[src/rtl/sap1_loader.sv]
// SAP-1 program loader and run controller: streams bytes into the 16x8 program RAM,
// optionally pads the rest with a halt opcode, holds the CPU in clear, then releases it.
module sap1_loader #(
  parameter int unsigned CLR_CYCLES = 2,
  parameter bit          FILL_EN    = 1'b1,
  parameter logic [7:0]  FILL_BYTE  = 8'hF0
) (
  input  logic       clk,
  input  logic       clr,
  input  logic       load,
  input  logic       in_valid,
  input  logic [7:0] in_data,
  input  logic       in_last,
  output logic       in_ready,
  output logic       prog,
  output logic       write,
  output logic [3:0] a,
  output logic [7:0] d,
  output logic       cpu_clr,
  output logic       cpu_run,
  output logic       busy,
  output logic [4:0] count
);

  typedef enum logic [2:0] {
    StIdle,
    StLoad,
    StWrite,
    StFill,
    StClear,
    StRun
  } state_e;

  localparam logic [3:0] ClrLast = 4'(CLR_CYCLES - 1);

  state_e     state_q, state_d;
  logic [4:0] ptr_q, ptr_d;
  logic [4:0] ptr_inc;
  logic [4:0] count_q, count_d;
  logic [7:0] d_q, d_d;
  logic       last_q, last_d;
  logic [3:0] clr_cnt_q, clr_cnt_d;

  logic       in_ready_q;
  logic       prog_q;
  logic       write_q;
  logic       cpu_clr_q;
  logic       cpu_run_q;
  logic       busy_q;

  always_comb begin
    state_d   = state_q;
    ptr_d     = ptr_q;
    count_d   = count_q;
    d_d       = d_q;
    last_d    = last_q;
    clr_cnt_d = clr_cnt_q;
    ptr_inc   = ptr_q + 5'd1;

    unique case (state_q)
      StIdle, StRun: begin
        if (load) begin
          state_d = StLoad;
          ptr_d   = 5'd0;
          count_d = 5'd0;
        end
      end
      StLoad: begin
        if (in_valid && in_ready_q) begin
          d_d     = in_data;
          last_d  = in_last;
          count_d = count_q + 5'd1;
          state_d = StWrite;
        end
      end
      StWrite: begin
        ptr_d = ptr_inc;
        // The 16th byte terminates the stream even without in_last.
        if (last_q || (ptr_inc == 5'd16)) begin
          if (FILL_EN && (ptr_inc < 5'd16)) begin
            state_d = StFill;
            d_d     = FILL_BYTE;
          end else begin
            state_d   = StClear;
            clr_cnt_d = 4'd0;
          end
        end else begin
          state_d = StLoad;
        end
      end
      StFill: begin
        ptr_d = ptr_inc;
        if (ptr_inc == 5'd16) begin
          state_d   = StClear;
          clr_cnt_d = 4'd0;
        end
      end
      StClear: begin
        if (clr_cnt_q == ClrLast) begin
          state_d = StRun;
        end else begin
          clr_cnt_d = clr_cnt_q + 4'd1;
        end
      end
      default: state_d = StIdle;
    endcase
  end

  // Outputs are decoded from the next state so every pin comes straight off a flop.
  always_ff @(posedge clk or posedge clr) begin
    if (clr) begin
      state_q    <= StIdle;
      ptr_q      <= 5'd0;
      count_q    <= 5'd0;
      d_q        <= 8'd0;
      last_q     <= 1'b0;
      clr_cnt_q  <= 4'd0;
      in_ready_q <= 1'b0;
      prog_q     <= 1'b0;
      write_q    <= 1'b0;
      cpu_clr_q  <= 1'b1;
      cpu_run_q  <= 1'b0;
      busy_q     <= 1'b0;
    end else begin
      state_q    <= state_d;
      ptr_q      <= ptr_d;
      count_q    <= count_d;
      d_q        <= d_d;
      last_q     <= last_d;
      clr_cnt_q  <= clr_cnt_d;
      in_ready_q <= (state_d == StLoad);
      prog_q     <= (state_d == StLoad) || (state_d == StWrite) || (state_d == StFill);
      write_q    <= (state_d == StWrite) || (state_d == StFill);
      cpu_clr_q  <= (state_d != StRun);
      cpu_run_q  <= (state_d == StRun);
      busy_q     <= (state_d == StLoad) || (state_d == StWrite) || (state_d == StFill) ||
                    (state_d == StClear);
    end
  end

  assign in_ready = in_ready_q;
  assign prog     = prog_q;
  assign write    = write_q;
  assign a        = ptr_q[3:0];
  assign d        = d_q;
  assign cpu_clr  = cpu_clr_q;
  assign cpu_run  = cpu_run_q;
  assign busy     = busy_q;
  assign count    = count_q;

endmodule

[config.mk]
export PLATFORM = sky130hd
export DESIGN_NAME = sap1_loader
export DESIGN_NICKNAME = d
export VERILOG_FILES = /design/src/rtl/sap1_loader.sv
export SDC_FILE = /design/constraint.sdc
export NUM_CORES = 1
export LEC_CHECK = 0
export CAP_MARGIN = 20
export CORE_UTILIZATION = 40
export DETAILED_ROUTE_END_ITERATION = 6
export GPL_TIMING_DRIVEN = 0
export PLACE_DENSITY = 0.66
export SYNTH_ARGS = -nofsm -noshare
export SYNTH_HDL_FRONTEND = slang
export SYNTH_SLANG_ARGS = --single-unit
[constraint.sdc]
create_clock -name clk -period 5.46 [get_ports clk]
set_input_delay 0.819 -clock clk [delete_from_list [all_inputs] [get_ports clk]]
set_output_delay 0.819 -clock clk [all_outputs]
set_load 0.005 [all_outputs]
* Yosys cells after proc, flatten, opt, wreduce, memory -nomap -nowiden *
Index checks and enable logic that the tools add are counted.

storage, ports and cells
  flip-flop bits (word level) = 32
  bits of input ports = 13
  output and inout port bits = 23
  logic and storage cells = 74

cells by class
  add/sub/neg operators = 3
  magnitude comparators = 1
  equality and inequality tests = 20
  multiplexer cells = 20
  reduce and logical (&&, ||, !) cells = 18

operator list
  cell                                                                    number
  8-bit two-way mux                                                       3
  5-bit case mux with 2 select lines                                      2
  3-bit two-way mux                                                       6
  4-bit two-way mux                                                       4
  8-bit case mux with 2 select lines                                      1
  3-bit case mux with 5 select lines                                      1
  2-bit != test (second input constant)                                   7
  3-bit by 2-bit equality test with 1-bit output (second input constant)  4
  3-bit equality test (second input constant)                             4
  4-bit case mux with 3 select lines                                      1
  5-bit by 1-bit adder with 5-bit output (second input constant)          2
  5-bit two-way mux                                                       2
  3-bit by 1-bit equality test with 1-bit output (second input constant)  2
  2-bit nonzero test                                                      3
  5-bit equality test (second input constant)                             1
  1-bit logical OR                                                        5
  5-bit less-than comparator (second input constant)                      1
  5-bit AND reduction                                                     1
  4-bit by 1-bit adder with 4-bit output (second input constant)          1
  4-bit by 1-bit equality test with 1-bit output (second input constant)  1
  2-bit AND reduction                                                     2
  4-bit AND reduction                                                     1
  2-bit OR reduction                                                      2
  3-bit logical NOT                                                       1
  4 further kinds                                                         4

* Depth between registers and ports, before layout *
  depth in word-level cells = 9
  depth in mapped cells = 7
  gate-level depth less buffers = 7

* Worst setup path before layout *
Ideal clock, no wire load.

  path type = input port to flip-flop
  start point = in load
  end point = reg busy_q (netlist: busy)
  setup time = 0.129 ns
  arrival = 1.864 ns
  setup slack = 3.467 ns
  cell stages on the path = 6
  buffers on the path = 0
  path through = nor2b_1 a311oi_1 a211oi_1 nor3_4 inv_2 a2111o_1

on the way
  longest elaborated chain between the ends = 6
  elaborated cells on any way between the ends = 9
  classes of those cells = eq/ne: 4; mux: 2; reduce/logical: 3

ends and longest elaborated chain
  what                                                                                                                     line  source
  start, declared                                                                                                          10    input logic load,
  3-bit two-way mux *                                                                                                      62    if (load) begin
  3-bit case mux with 5 select lines *                                                                                     60    unique case (state_q)
  net state_d[0]                                                                                                           36    state_e state_q, state_d;
  3-bit by 1-bit equality test with 1-bit output / 3-bit by 2-bit equality test with 1-bit output (equally long branches)  136   busy_q <= (state_d == StLoad) || (state_d == StWrite) || (state_d == StFill) ||
  1-bit logical OR (2 in a row)                                                                                            136
  1-bit logical OR *                                                                                                       136
  end signal, assigned                                                                                                     136
  end, declared                                                                                                            49    logic busy_q;

Mark *: on every way through the listed nets, which the timed path passes. The rest lies on a longest branch.
A chain may end at the register's enable or synchronous reset.

* Worst setup path in the final report *
Ends and elaborated chain as after synthesis.

==> reports/metrics.csv <==
stage,metric,value,unit
clock_network,clk slew on worst S/H paths,0.06,ns
route,DR WL met2,1.59,mm
yosys,"Top FF cell, synth",dfrtp_1,
yosys,syn_nets,158,
floorplan,Initial Util,42.5,%
final_layout,area grow syn2layout,34.1,%
route,DR iter-0 viols,59,
floorplan,row cnt,22,
critical_path,R2R depth,7,
final_layout,fillers,334,
sta,Max Clock Skew,0.00507,ns
sta,Worst-Margin Slew,0.678,ns
power,pwr dens,509,mW/mm^2
critical_path,CP cell instances,clkdlybuf4s50_1 > nor2b_1 > a311oi_1 > a211oi_1 > nor3_4 > inv_2 > a2111o_1,
yosys,"Distinct cells, synth",47,
yosys,"count leader, synth",dfrtp_1,
critical_path,critical path endpoint,busy$_DFF_PP0_,
yosys,synth cell count leaders,"dfrtp_1, nor2_1, nand2_1",
global_routing,number of global-route vias before repair,1280,
clock_network,H-tree depth,2,
sta,Slew HR,54.8,%
critical_path,crit path max fanout,4,
route,routed vias/inst,5.16,
clock_network,clk buf depth,2,
floorplan,die width,64.8,um
route,uppermost layer routed,met4,
global_routing,initial antenna violation count,0,
route,DR DRC count,0,
clock_network,Setup Buffers After CTS,0,
critical_path,Worst path slowest cell,clkdlybuf4s50_1,
sta,Pins Over Slew Limit,0,
yosys,Post-Syn Area,0.00158,mm^2
clock_network,"Clk Latency, worst-skew pair",0.28,ns
route,First-pass DRT Iterations,4,
critical_path,crit path DAT,2.46,ns
critical_path,"CP delay by family, top",compound AO/OA/AOI/OAI gates,
final_layout,Final Non-Filler Cells,233,
route,Met1 Wirelength,1.41,mm
yosys,Synth area leaders,"dfrtp_1, xor2_1, ha_1",
power,worst vdd ir,0.233,mV
power,Leak,0.902,nW
sta,min Tclk post-route,2.31,ns
clock_network,clock root buffer,clkbuf_8,
critical_path,Worst path max stage delay,0.45,ns
critical_path,r2r endpoint,busy$_DFF_PP0_,
global_routing,first-pass GRT wire length,5.64,mm
critical_path,worst r2r src,ptr_q[0]$_DFFE_PP0P_,
yosys,share of the synthesized area in the top cell type,49.1,%
sta,RSZ-0062 raised after global routing,no,
yosys,YS warnings,0,
final_layout,Nets,201,
final_layout,"Core Util, Final",57.0,%
yosys,dominant cell type by area after synthesis,dfrtp_1,
route,post-route ant nets,0,
floorplan,die area,0.00420,mm^2
flow_run,max cap viols,0,
yosys,sequential fraction of the synthesis area,50.8,%
sta,FMAX,433,MHz
clock_network,Post-CTS Hold Fix Bufs,0,
yosys,Seq cells post-synth,32,
critical_path,critical path class,primary input to flip-flop,
sta,Final period util,42.3,%
global_routing,largest net degree at the start of global routing,18,
critical_path,crit path launch,load,
floorplan,Core ar.,0.00372,mm^2
placement,Detail Placement HPWL,2.41,mm
floorplan,I/O Pins,36,
critical_path,WP buf/inv,2,
placement,input/output buffers,35,
route,DR WL met3,92,um
critical_path,reg2reg setup slack,3.43,ns
critical_path,CP Capture Type,flip-flop,
placement,RD Place Congestion,0.786,
route,total wire length,3.12,mm
sta,setup TNS,0,ns
clock_network,CTS tree,done,
worst_hold_path,type of the tightest min-delay check,flip-flop to flip-flop,
clock_network,CTS resizes,0,
route,routed vias,1203,
yosys,syn_area_per_cell,11.2,um^2
clock_network,clock sinks,32,
route,routed length per placed instance,13.4,um
sta,setup violators final,0,
critical_path,critical path launch point type,primary input,
sta,final hold vios,0,
global_routing,GRT Total Usage,17.7,%
yosys,Post-synth EDFFs,0,
critical_path,critical path depth,7,
floorplan,DIE HEIGHT,64.8,um
final_layout,share of layout cells above drive strength 1,18.4,%
power,total power,1.08,mW
outcome,status,completed,
final_layout,Antenna Cells,0,
critical_path,Worst EP required,5.61,ns
placement,Cells after DPL,225,
yosys,Mapped Cells,141,
global_routing,GRT overflow,0,
clock_network,clock buffer count from CTS,5,
yosys,Post-synth ARST share,100,%
==> per-layer routing <==
metal | GRT usage, % | vias up
met3 | 6.87 | 4
met4 | 5.83 | 0
met2 | 27.3 | 21
met5 | 0 | -
li1 | - | 573
met1 | 22.6 | 605
==> placed cells by master, fill, tap and decap left out, types with 2 or more instances in the layout <==
cell / netlist / routed
a211oi_2: 2 / 2
a21oi_1: 2 / 2
a22o_1: 5 / 5
buf_2: 3 / 3
buf_4: 4 / 4
clkbuf_8: 0 / 7
clkdlybuf4s50_1: 0 / 35
dfrtp_1: 31 / 31
ha_1: 4 / 4
inv_1: 3 / 3
inv_2: 2 / 2
nand2_1: 12 / 12
nand2b_1: 4 / 4
nand3_1: 3 / 3
nand4_1: 2 / 2
nor2_1: 13 / 13
nor2b_1: 3 / 3
nor3_1: 2 / 2
o21ai_0: 7 / 7
o22a_1: 4 / 4
xnor2_1: 2 / 2
xor2_1: 6 / 6
==> cell families after synthesis <==
logic type,Yosys count,share of synthesized area (%)
buffers and inverters,12,4.04
AND/OR/NAND/NOR,52,18.7
adder cells (fa/ha/maj),4,3.17
multiplexers,2,2.06
AO/OA/AOI/OAI,30,15.8
XOR/XNOR,9,5.47
flip-flops,32,50.8
==> registers in the layout, summed over array words and instances, names as in the netlist <==
signal	count
d	8
count	5
ptr_q	5
clr_cnt_q	4
state_q	3
busy	1
cpu_clr	1
cpu_run	1
in_ready	1
last_q	1
prog	1
write	1
==> power breakdown <==
group	internal [mW]	switching, mW
clock network	0.115	0.0789
registers	0.319	0.0754
logic	0.261	0.227
total	0.695	0.382
==> per-stage QoR <==
stage | area, um^2 | worst slack [ns] | hold WS (ns)
after global placement | 1990 | 2.86 | 0.473
after CTS | 2120 | 3.14 | 0.495
after floorplan | 1580 | 3.47 | 0.484
final | 2120 | 3.15 | 0.489
after detailed placement | 2020 | 2.86 | 0.481
after global routing | 2120 | 3.10 | 0.516
==> worst min path at each step <==
stage | from | end | slack (ns) | depth (start not counted)
after floorplan | d[4]$_DFFE_PP0P_ | d[4]$_DFFE_PP0P_ | 0.48 | 1
after global placement | d[5]$_DFFE_PP0P_ | d[5]$_DFFE_PP0P_ | 0.47 | 1
after detailed placement | d[7]$_DFFE_PP0P_ | d[7]$_DFFE_PP0P_ | 0.48 | 1
after CTS | d[7]$_DFFE_PP0P_ | d[7]$_DFFE_PP0P_ | 0.49 | 1
after global routing | d[4]$_DFFE_PP0P_ | d[4]$_DFFE_PP0P_ | 0.52 | 1
final | d[7]$_DFFE_PP0P_ | d[7]$_DFFE_PP0P_ | 0.49 | 1
==> area by class of cell <==
type                            count  area [um^2]  share of cell area, %
Tap cell                           48         60.1                   2.84
Clock buffer                        8          100                   4.73
Multi-Input combinational cell     97          713                   33.7
Inverter                            5         18.8                  0.887
Timing Repair Buffer               36          378                   17.8
Sequential cell                    32          802                   37.9
Buffer                              7         45.0                   2.13
Note: power is estimated with default switching activity, not from simulation.
